--- config.mk ---
export PLATFORM = sky130hd
export DESIGN_NAME = word_bus_arbiter
export DESIGN_NICKNAME = d
export VERILOG_FILES = /design/src/rtl/word_bus_arbiter.sv
export SDC_FILE = /design/constraint.sdc
export NUM_CORES = 1
export LEC_CHECK = 0
export CAP_MARGIN = 20
export CORE_ASPECT_RATIO = 1.5
export CORE_UTILIZATION = 31
export DETAILED_ROUTE_END_ITERATION = 10
export MAX_ROUTING_LAYER = met4
export PLACE_DENSITY_LB_ADDON = 0.1
export SETUP_SLACK_MARGIN = 0.15
export SLEW_MARGIN = 20
export SYNTH_ARGS = -nofsm -noshare
export SYNTH_HDL_FRONTEND = slang
export SYNTH_SLANG_ARGS = --single-unit
--- constraint.sdc ---
create_clock -name clk -period 4.9 [get_ports clk]
set_input_delay 0.98 -clock clk [delete_from_list [all_inputs] [get_ports clk]]
set_output_delay 0.98 -clock clk [all_outputs]
set_load 0.02 [all_outputs]
--- src/rtl/word_bus_arbiter.sv ---
// word_bus_arbiter: round-robin owner of a shared word bus with bounded hold time per grant.
module word_bus_arbiter #(
  parameter int N_REQ    = 4,
  parameter int WIDTH    = 32,
  parameter int MAX_HOLD = 8
) (
  input  logic                         clk,
  input  logic                         rst,
  input  logic [N_REQ-1:0]             req,
  input  logic [N_REQ-1:0]             last,
  input  logic [N_REQ*WIDTH-1:0]       data_in,
  output logic [N_REQ-1:0]             gnt,
  output logic [$clog2(N_REQ)-1:0]     owner,
  output logic [WIDTH-1:0]             bus_out,
  output logic                         bus_valid,
  output logic                         timeout
);
  localparam int OW = $clog2(N_REQ);
  localparam int HW = $clog2(MAX_HOLD) + 1;
  logic [N_REQ-1:0] gnt_q, gnt_d;
  logic [OW-1:0]    owner_q, owner_d, rr_q, rr_d, sel, idx;
  logic [HW-1:0]    hold_q, hold_d;
  logic             granted, found, release_now;
  always_comb begin
    granted     = |gnt_q;
    bus_valid   = granted & req[owner_q];
    bus_out     = bus_valid ? data_in[owner_q*WIDTH +: WIDTH] : '0;
    timeout     = bus_valid & ~last[owner_q] & (hold_q == HW'(MAX_HOLD - 1));
    release_now = granted & (~req[owner_q] | (bus_valid & last[owner_q]) | timeout);
    sel   = '0;
    idx   = '0;
    found = 1'b0;
    // Scan from rr_ptr upward; the releasing owner sits last in this order.
    for (int k = 0; k < N_REQ; k++) begin
      idx = rr_q + OW'(k);
      if (!found && req[idx]) begin
        sel   = idx;
        found = 1'b1;
      end
    end
    gnt_d   = gnt_q;
    owner_d = owner_q;
    rr_d    = rr_q;
    hold_d  = hold_q + HW'(bus_valid);
    if (!granted || release_now) begin
      hold_d  = '0;
      gnt_d   = found ? N_REQ'(1) << sel : '0;
      owner_d = found ? sel : owner_q;
      rr_d    = found ? sel + OW'(1) : rr_q;
    end
  end
  always_ff @(posedge clk) begin
    if (rst) begin
      gnt_q   <= '0;
      owner_q <= '0;
      rr_q    <= '0;
      hold_q  <= '0;
    end else begin
      gnt_q   <= gnt_d;
      owner_q <= owner_d;
      rr_q    <= rr_d;
      hold_q  <= hold_d;
    end
  end
  assign gnt   = gnt_q;
  assign owner = owner_q;
endmodule

==> results.tsv, run 1 <==
stage	metric	value	unit
die	Die Width	61.4	um
power_and_ir_drop	combinational power share	73.3	%
cts	Setup Buffers After CTS	0	
worst_setup_path	critical setup path kind	in -> out	
cts	Worst-Skew Late Latency	0.24	ns
sta	Achievable Freq	246	MHz
sta	final number of hold-violating endpoints	0	
worst_setup_path	Largest stage delay, worst path	0.58	ns
power_and_ir_drop	Clock power frac	10.3	%
worst_setup_path	r2r setup slk	2.19	ns
run	Max-cap violations	0	
drt	Iter 0 DRT Violations	92	
finish	filler cell count	425	
sta	TNS Setup	0	ns
worst_setup_path	WP data arrival	3.09	ns
worst_hold_path	WHS Path Cells	1	
synth	YS warnings	0	
grt	vias in the first global route	2073	
cts	Inserted Clock Buffers	3	
sta	actual slew at the worst max-slew pin	0.620	ns
worst_setup_path	crit-path max FO	34	
worst_setup_path	CP top delay family	buffers and inverters	
synth	cell accounting for the most synthesized area	mux4_2	
synth	Synth top area share	46.7	%
cts	CTS tree	built	
worst_setup_path	Worst EP required	3.92	ns
synth	register area share after synthesis	14.7	%
grt	total global-route track usage	27.2	%
worst_setup_path	slowest CP cell	clkdlybuf4s50_1	
power_and_ir_drop	Reg power frac	16.4	%
sta	Clock Skew	0.00159	ns
cts	CTS H-Tree Depth	1	
finish	layout cells sized above 1	14.2	%
synth	Synth Instances	139	
worst_setup_path	Register-to-Register Path Depth	8	
synth	synthesized flop and latch total	12	
power_and_ir_drop	maximum vdd drop	0.268	mV
cts	Post-CTS Hold Buffers	0	
synth	post-synth cell types	32	
sta	Tmin final	4.07	ns
grt	grt ovf	0	
finish	finished layout cell area	0.00350	mm^2
synth	top cells by area, synth	mux4_2, dfxtp_1, nor2b_1, ha_1, a22o_1	
worst_hold_path	Hold Crit Endpoint	gnt[2]	
drt	post-DR vias/cell	5.20	
grt	initial antenna violation count	0	
sta	worst hold slack	0.510	ns
worst_hold_path	worst hold path type	reg -> reg	
grt	largest net degree at the start of global routing	35	
synth	Synth Cell Area	0.00164	mm^2
worst_setup_path	crit path capture type	output port	
sta	final setup fails	0	
die	Die ar.	0.00559	mm^2
worst_setup_path	Most Frequent Cell on Critical Path	clkdlybuf4s50_1	
outcome	status	complete, no violations	
power_and_ir_drop	P_int	0.546	mW
sta	normalized max-slew margin	58.3	%
grt	first-pass GRT wire length	10800	um
worst_hold_path	worst hold start	gnt[2]	
drt	Avg WL per Cell	20.0	um
synth	Post-synth ARST share	0	%
drt	residual DRC count	0	
finish	Register Area	241	um^2
worst_setup_path	Buf/Inv on CP	3	
sta	Slew Limit Fails	0	
finish	Final nets	456	
die	initial core utilization	32.0	%
power_and_ir_drop	switching pwr	0.336	mW
worst_setup_path	Reg-to-Reg Start	owner[0]	
cts	root buf cell	clkbuf_8	
sta	RSZ-0062 raised after global routing	false	
cts	PostCTS Resize Cnt	0	
placed_design	GPL Wtd Cong	0.793	
sta	fin crit share	83.0	%
synth	most frequent cell after synthesis	mux4_2	
synth	Synth top cells by count	mux4_2, nor2b_1, dfxtp_1, clkbuf_1, ha_1	
synth	commonest register cell after synthesis	dfxtp_1	
power_and_ir_drop	PwrDens	252	mW/mm^2
finish	Final Core Density	68.4	%
synth	syn_nets	283	
die	chip height	91.1	um
power_and_ir_drop	P_leak	1.27	nW
power_and_ir_drop	Power, Total	0.882	mW
die	num rows	32	
drt	1st-pass router iterations	4	
finish	P&R area growth vs syn	114	%
drt	DRT antenna net count	0	
cts	Clock Pin Slew Worst Setup and Hold Paths	0.05	ns
placed_design	post-DP HPWL	6230	um
placed_design	Port Buffers	177	
synth	Post-synth EDFFs	0	
worst_setup_path	Worst R2R End	hold_q[2]	
worst_setup_path	Setup crit start kind	input pin	
placed_design	DP Area	0.00346	mm^2
drt	via count	1965	
die	I/O Pins	178	
finish	area taken by multi-input logic gates	0.00132	mm^2
finish	# diodes	0	
die	core area	0.00512	mm^2
cts	Clock Path Buffers	2	
power_and_ir_drop	Sw Share	38.1	%
drt	Post-Route WL	7560	um
cts	CTS Sinks	12	
worst_setup_path	crit-path cells	clkdlybuf4s50_1, mux4_2, nand2b_1, buf_4, nor2b_1, clkdlybuf4s50_1	
synth	synthesized area per cell	11.8	um^2
-- layout by cell type, fill, tap and decap left out, drive strengths merged, types with 2 or more instances in the layout --
cell type,count
a22o,4
mux4,34
clkbuf,3
nor3b,2
dfxtp,12
and3,4
a21oi,3
nor2,2
clkdlybuf4s50,177
inv,5
ha,6
mux2i,2
buf,3
nor2b,32
nand2,4
nor4,2
-- worst max-delay path by stage --
stage	startpoint	to	slack, ns	cells after the start
6_report	req[0]	bus_out[11]	0.83	6
5_1_grt	req[0]	bus_valid	0.69	6
4_1_cts	req[0]	bus_out[11]	0.81	6
3_5_place_dp	req[0]	bus_out[11]	0.81	6
3_3_place_gp	req[0]	bus_valid	0.87	6
2_1_floorplan	req[1]	timeout	1.81	4
-- cell type report --
cell class / instances / share of cell area (%)
repair buffers: 180 / 51.2
multi-input cells: 110 / 37.8
flip-flops and latches: 12 / 6.89
well taps: 68 / 2.43
clock buffers: 3 / 1.18
inverters: 5 / 0.536
-- power groups by stage --
stage / sequential [mW] / clock, mW / combinational [mW]
after floorplan: 0.136 / 0 / 0.366
after global placement: 0.147 / 0 / 0.637
after detailed placement: 0.147 / 0 / 0.649
after CTS: 0.146 / 0.0889 / 0.651
after global routing: 0.150 / 0.0949 / 0.691
final: 0.145 / 0.0905 / 0.647
-- cells by family after synthesis --
group / synth area share [%]
mux: 47.9
buf+inv: 4.58
flops: 14.7
xor+xnor: 1.07
compound gates: 6.26
fa+ha+maj: 4.58
simple gates: 20.9
-- sequential cells by signal, summed over array words and instances, names as in the netlist --
signal and flops:
gnt 4, hold_q 4, owner 2, rr_q 2
-- routing by layer --
| metal | vias up | track usage [%] | part of all wire [%] |
|---|---|---|---|
| met2 | 112 | 48.1 | 53 |
| met4 | 0 | 11.1 | 3.7 |
| met5 | - | - | 0 |
| met1 | 935 | 27.1 | 33 |
| li1 | 895 | - | - |
| met3 | 23 | 6.70 | 10 |
-- stage by stage --
step	cells	setup WS, ns
2_1_floorplan	139	1.81
3_3_place_gp	375	0.869
3_5_place_dp	375	0.814
4_1_cts	378	0.812
5_1_grt	378	0.688
6_report	378	0.834
No activity file was read; power rests on OpenSTA's default activity.
==> inputs of run 2 (changes only) <==
- CORE_UTILIZATION: 31 -> 29
- clock period: 4.9 -> 4.1 ns (I/O delays scaled with it)
==> run 2 against run 1 <==
Net effect:
- final area rose by 1.0%
- sequential cell count did not move
- clock power rose by 45%
- largest cell class unchanged
- critical path depth did not move
- die area rose by 6.7%
- total power rose by 22%
- largest power group unchanged
- cell count rose by 1.1%
- sequential share of layout area fell by 0.071 points
- critical endpoint is now bus_valid
- sequential power rose by 18%
- clock skew rose by 0.0014 ns
==> results.tsv, run 2 (synthesis results as in run 1) <==
stage	metric	value	unit	change
cts	CTS tree	built		
drt	Post-Route WL	6990	um	-7.5%
die	initial core utilization	30.1	%	-1.9 points
sta	RSZ-0062 raised after global routing	false		
sta	Tmin final	3.67	ns	
worst_setup_path	Largest stage delay, worst path	0.54	ns	-0.04 ns
sta	fin crit share	89.4	%	
sta	final number of hold-violating endpoints	0		unchanged
drt	via count	1907		-3.0%
die	chip height	94.1	um	+3.3%
finish	most frequent cells in the layout	clkdlybuf4s50_1, mux4_2, nor2b_1		
drt	residual DRC count	0		unchanged
finish	# diodes	0		unchanged
cts	Setup Buffers After CTS	0		unchanged
worst_setup_path	Worst R2R End	hold_q[2]		
drt	top layer used by detailed routing	met4		
drt	WL met2	3810	um	-4.7%
worst_setup_path	crit-path cells	clkdlybuf4s50_1, mux4_2, nand2b_1, buf_4, inv_1, clkdlybuf4s50_1		
worst_setup_path	crit path capture type	output port		
grt	largest net degree at the start of global routing	27		-23%
sta	final setup fails	0		unchanged
finish	filler cell count	481		+13%
drt	met1 WL	2540	um	+1.4%
placed_design	post-DP HPWL	5830	um	-6.4%
sta	actual slew at the worst max-slew pin	0.734	ns	+0.113 ns
cts	Post-CTS Hold Buffers	0		unchanged
finish	most common cell after layout, fill and taps aside	clkdlybuf4s50_1		
cts	Worst-Skew Late Latency	0.25	ns	about the same
power_and_ir_drop	P_leak	1.28	nW	+1.2%
grt	grt ovf	0		unchanged
cts	Inserted Clock Buffers	3		unchanged
cts	CTS H-Tree Depth	1		unchanged
finish	area taken by multi-input logic gates	0.00132	mm^2	unchanged
worst_setup_path	Register-to-Register Path Depth	8		unchanged
die	core area	0.00545	mm^2	+6.3%
placed_design	GPL Wtd Cong	0.809		+2.0%
finish	Final Core Density	65.0	%	-3.4 points
worst_setup_path	Most Frequent Cell on Critical Path	clkdlybuf4s50_1		
outcome	status	complete, no violations		
worst_setup_path	Worst EP required	3.28	ns	-0.64 ns
run	Max-cap violations	0		unchanged
die	Die Width	63.4	um	+3.3%
worst_setup_path	slowest CP cell	clkdlybuf4s50_1		
worst_setup_path	critical setup path kind	in -> out		
grt	total global-route track usage	23.2	%	-4.0 points
power_and_ir_drop	PwrDens	304	mW/mm^2	+21%
drt	Iter 0 DRT Violations	83		-9.8%
cts	PostCTS Resize Cnt	0		unchanged
cts	Clock Path Buffers	2		unchanged
grt	initial antenna violation count	0		unchanged
grt	first-pass GRT wire length	10000	um	-7.7%
drt	post-DR vias/cell	4.99		-4.0%
die	num rows	33		+3.1%
sta	normalized max-slew margin	51.0	%	-7.2 points
worst_setup_path	r2r setup slk	1.56	ns	-0.63 ns
sta	Achievable Freq	273	MHz	
placed_design	cell total after placement	378		+0.80%
power_and_ir_drop	Power, Total	1.08	mW	+22%
worst_hold_path	worst hold start	gnt[1]		
placed_design	Place WS	0.424	ns	-0.390 ns
cts	Clock Pin Slew Worst Setup and Hold Paths	0.05	ns	about the same
drt	Detail Route met3 WL	529	um	-32%
finish	Register Area	241	um^2	unchanged
worst_setup_path	WP data arrival	2.85	ns	-0.24 ns
die	Die ar.	0.00596	mm^2	+6.7%
worst_hold_path	Hold Crit Endpoint	gnt[1]		
sta	TNS Setup	0	ns	unchanged
worst_hold_path	WHS Path Cells	1		unchanged
worst_setup_path	crit-path max FO	19		-44%
finish	post-route insts no fill	382		+1.1%
finish	layout cells sized above 1	14.7	%	+0.55 points
drt	DRT antenna net count	0		unchanged
placed_design	Port Buffers	177		unchanged
cts	CTS Sinks	12		unchanged
die	I/O Pins	178		unchanged
worst_setup_path	Setup crit start kind	input pin		
drt	Avg WL per Cell	18.3	um	-8.4%
sta	Final Worst Setup Slack	0.434	ns	-0.400 ns
sta	Slew Limit Fails	0		unchanged
sta	Clock Skew	0.00299	ns	+0.00140 ns
worst_hold_path	worst hold path type	reg -> reg		
worst_setup_path	Reg-to-Reg Start	owner[1]		
cts	root buf cell	clkbuf_8		
finish	P&R area growth vs syn	116	%	
finish	Final nets	457		+0.22%
drt	1st-pass router iterations	4		unchanged
power_and_ir_drop	maximum vdd drop	0.359	mV	+34%
grt	vias in the first global route	1817		-12%
-- run 2: cell count changes in the layout (fill, tap and decap cells not counted), sizes merged --
cell	before	now
clkbuf	3	4
buf	3	4
-- run 2: final cells by class --
class | count | share of cell area, %
Timing Repair Buffer | 181 | 51.2
Clock buffer | 4 | 1.55
Inverter | 5 | 0.530
Sequential cell | 12 | 6.82
Tap cell | 70 | 2.47
Multi-Input combinational cell | 110 | 37.4
-- run 2: critical path, delay by kind of cell --
| kind | cells | cell delay (ns) |
|---|---|---|
| simple gates | 1 | 0.13 |
| mux | 1 | 0.51 |
| buf+inv | 4 | 1.38 |
-- run 2: how the worst max path moves through the flow --
stage / endpoint / start / slack, ns / depth (start not counted)
6_report: bus_valid / req[0] / 0.43 / 6
3_3_place_gp: bus_out[30] / req[0] / 0.45 / 6
3_5_place_dp: bus_valid / req[0] / 0.42 / 6
4_1_cts: bus_valid / req[0] / 0.42 / 6
2_1_floorplan: timeout / req[1] / 1.33 / 4
5_1_grt: bus_valid / req[1] / 0.32 / 6
-- run 2: power by group --
part           total, mW  switching, mW  internal, mW
Clock              0.131         0.0457        0.0850
Sequential         0.171         0.0369         0.134
Combinational      0.776          0.314         0.462
Total               1.08          0.396         0.682
-- run 2: stage by stage --
step,hold WS [ns],area [um^2]
after floorplan,0.498,1640
after global placement,0.503,3490
after detailed placement,0.499,3490
after CTS,0.519,3540
after global routing,0.544,3540
final,0.519,3540
-- run 2: per-layer routing --
layer | GRT usage (%) | vias to the layer above
met4 | 7.20 | 0
met1 | 24.6 | 909
met2 | 42.5 | 94
li1 | - | 895
met3 | 4.85 | 9
met5 | - | -
==> inputs of run 3 (changes only) <==
- CAP_MARGIN: 20 -> not set
==> results of run 3 <==
Same layout as run 2: the final DEF is identical, and so are final timing and power.
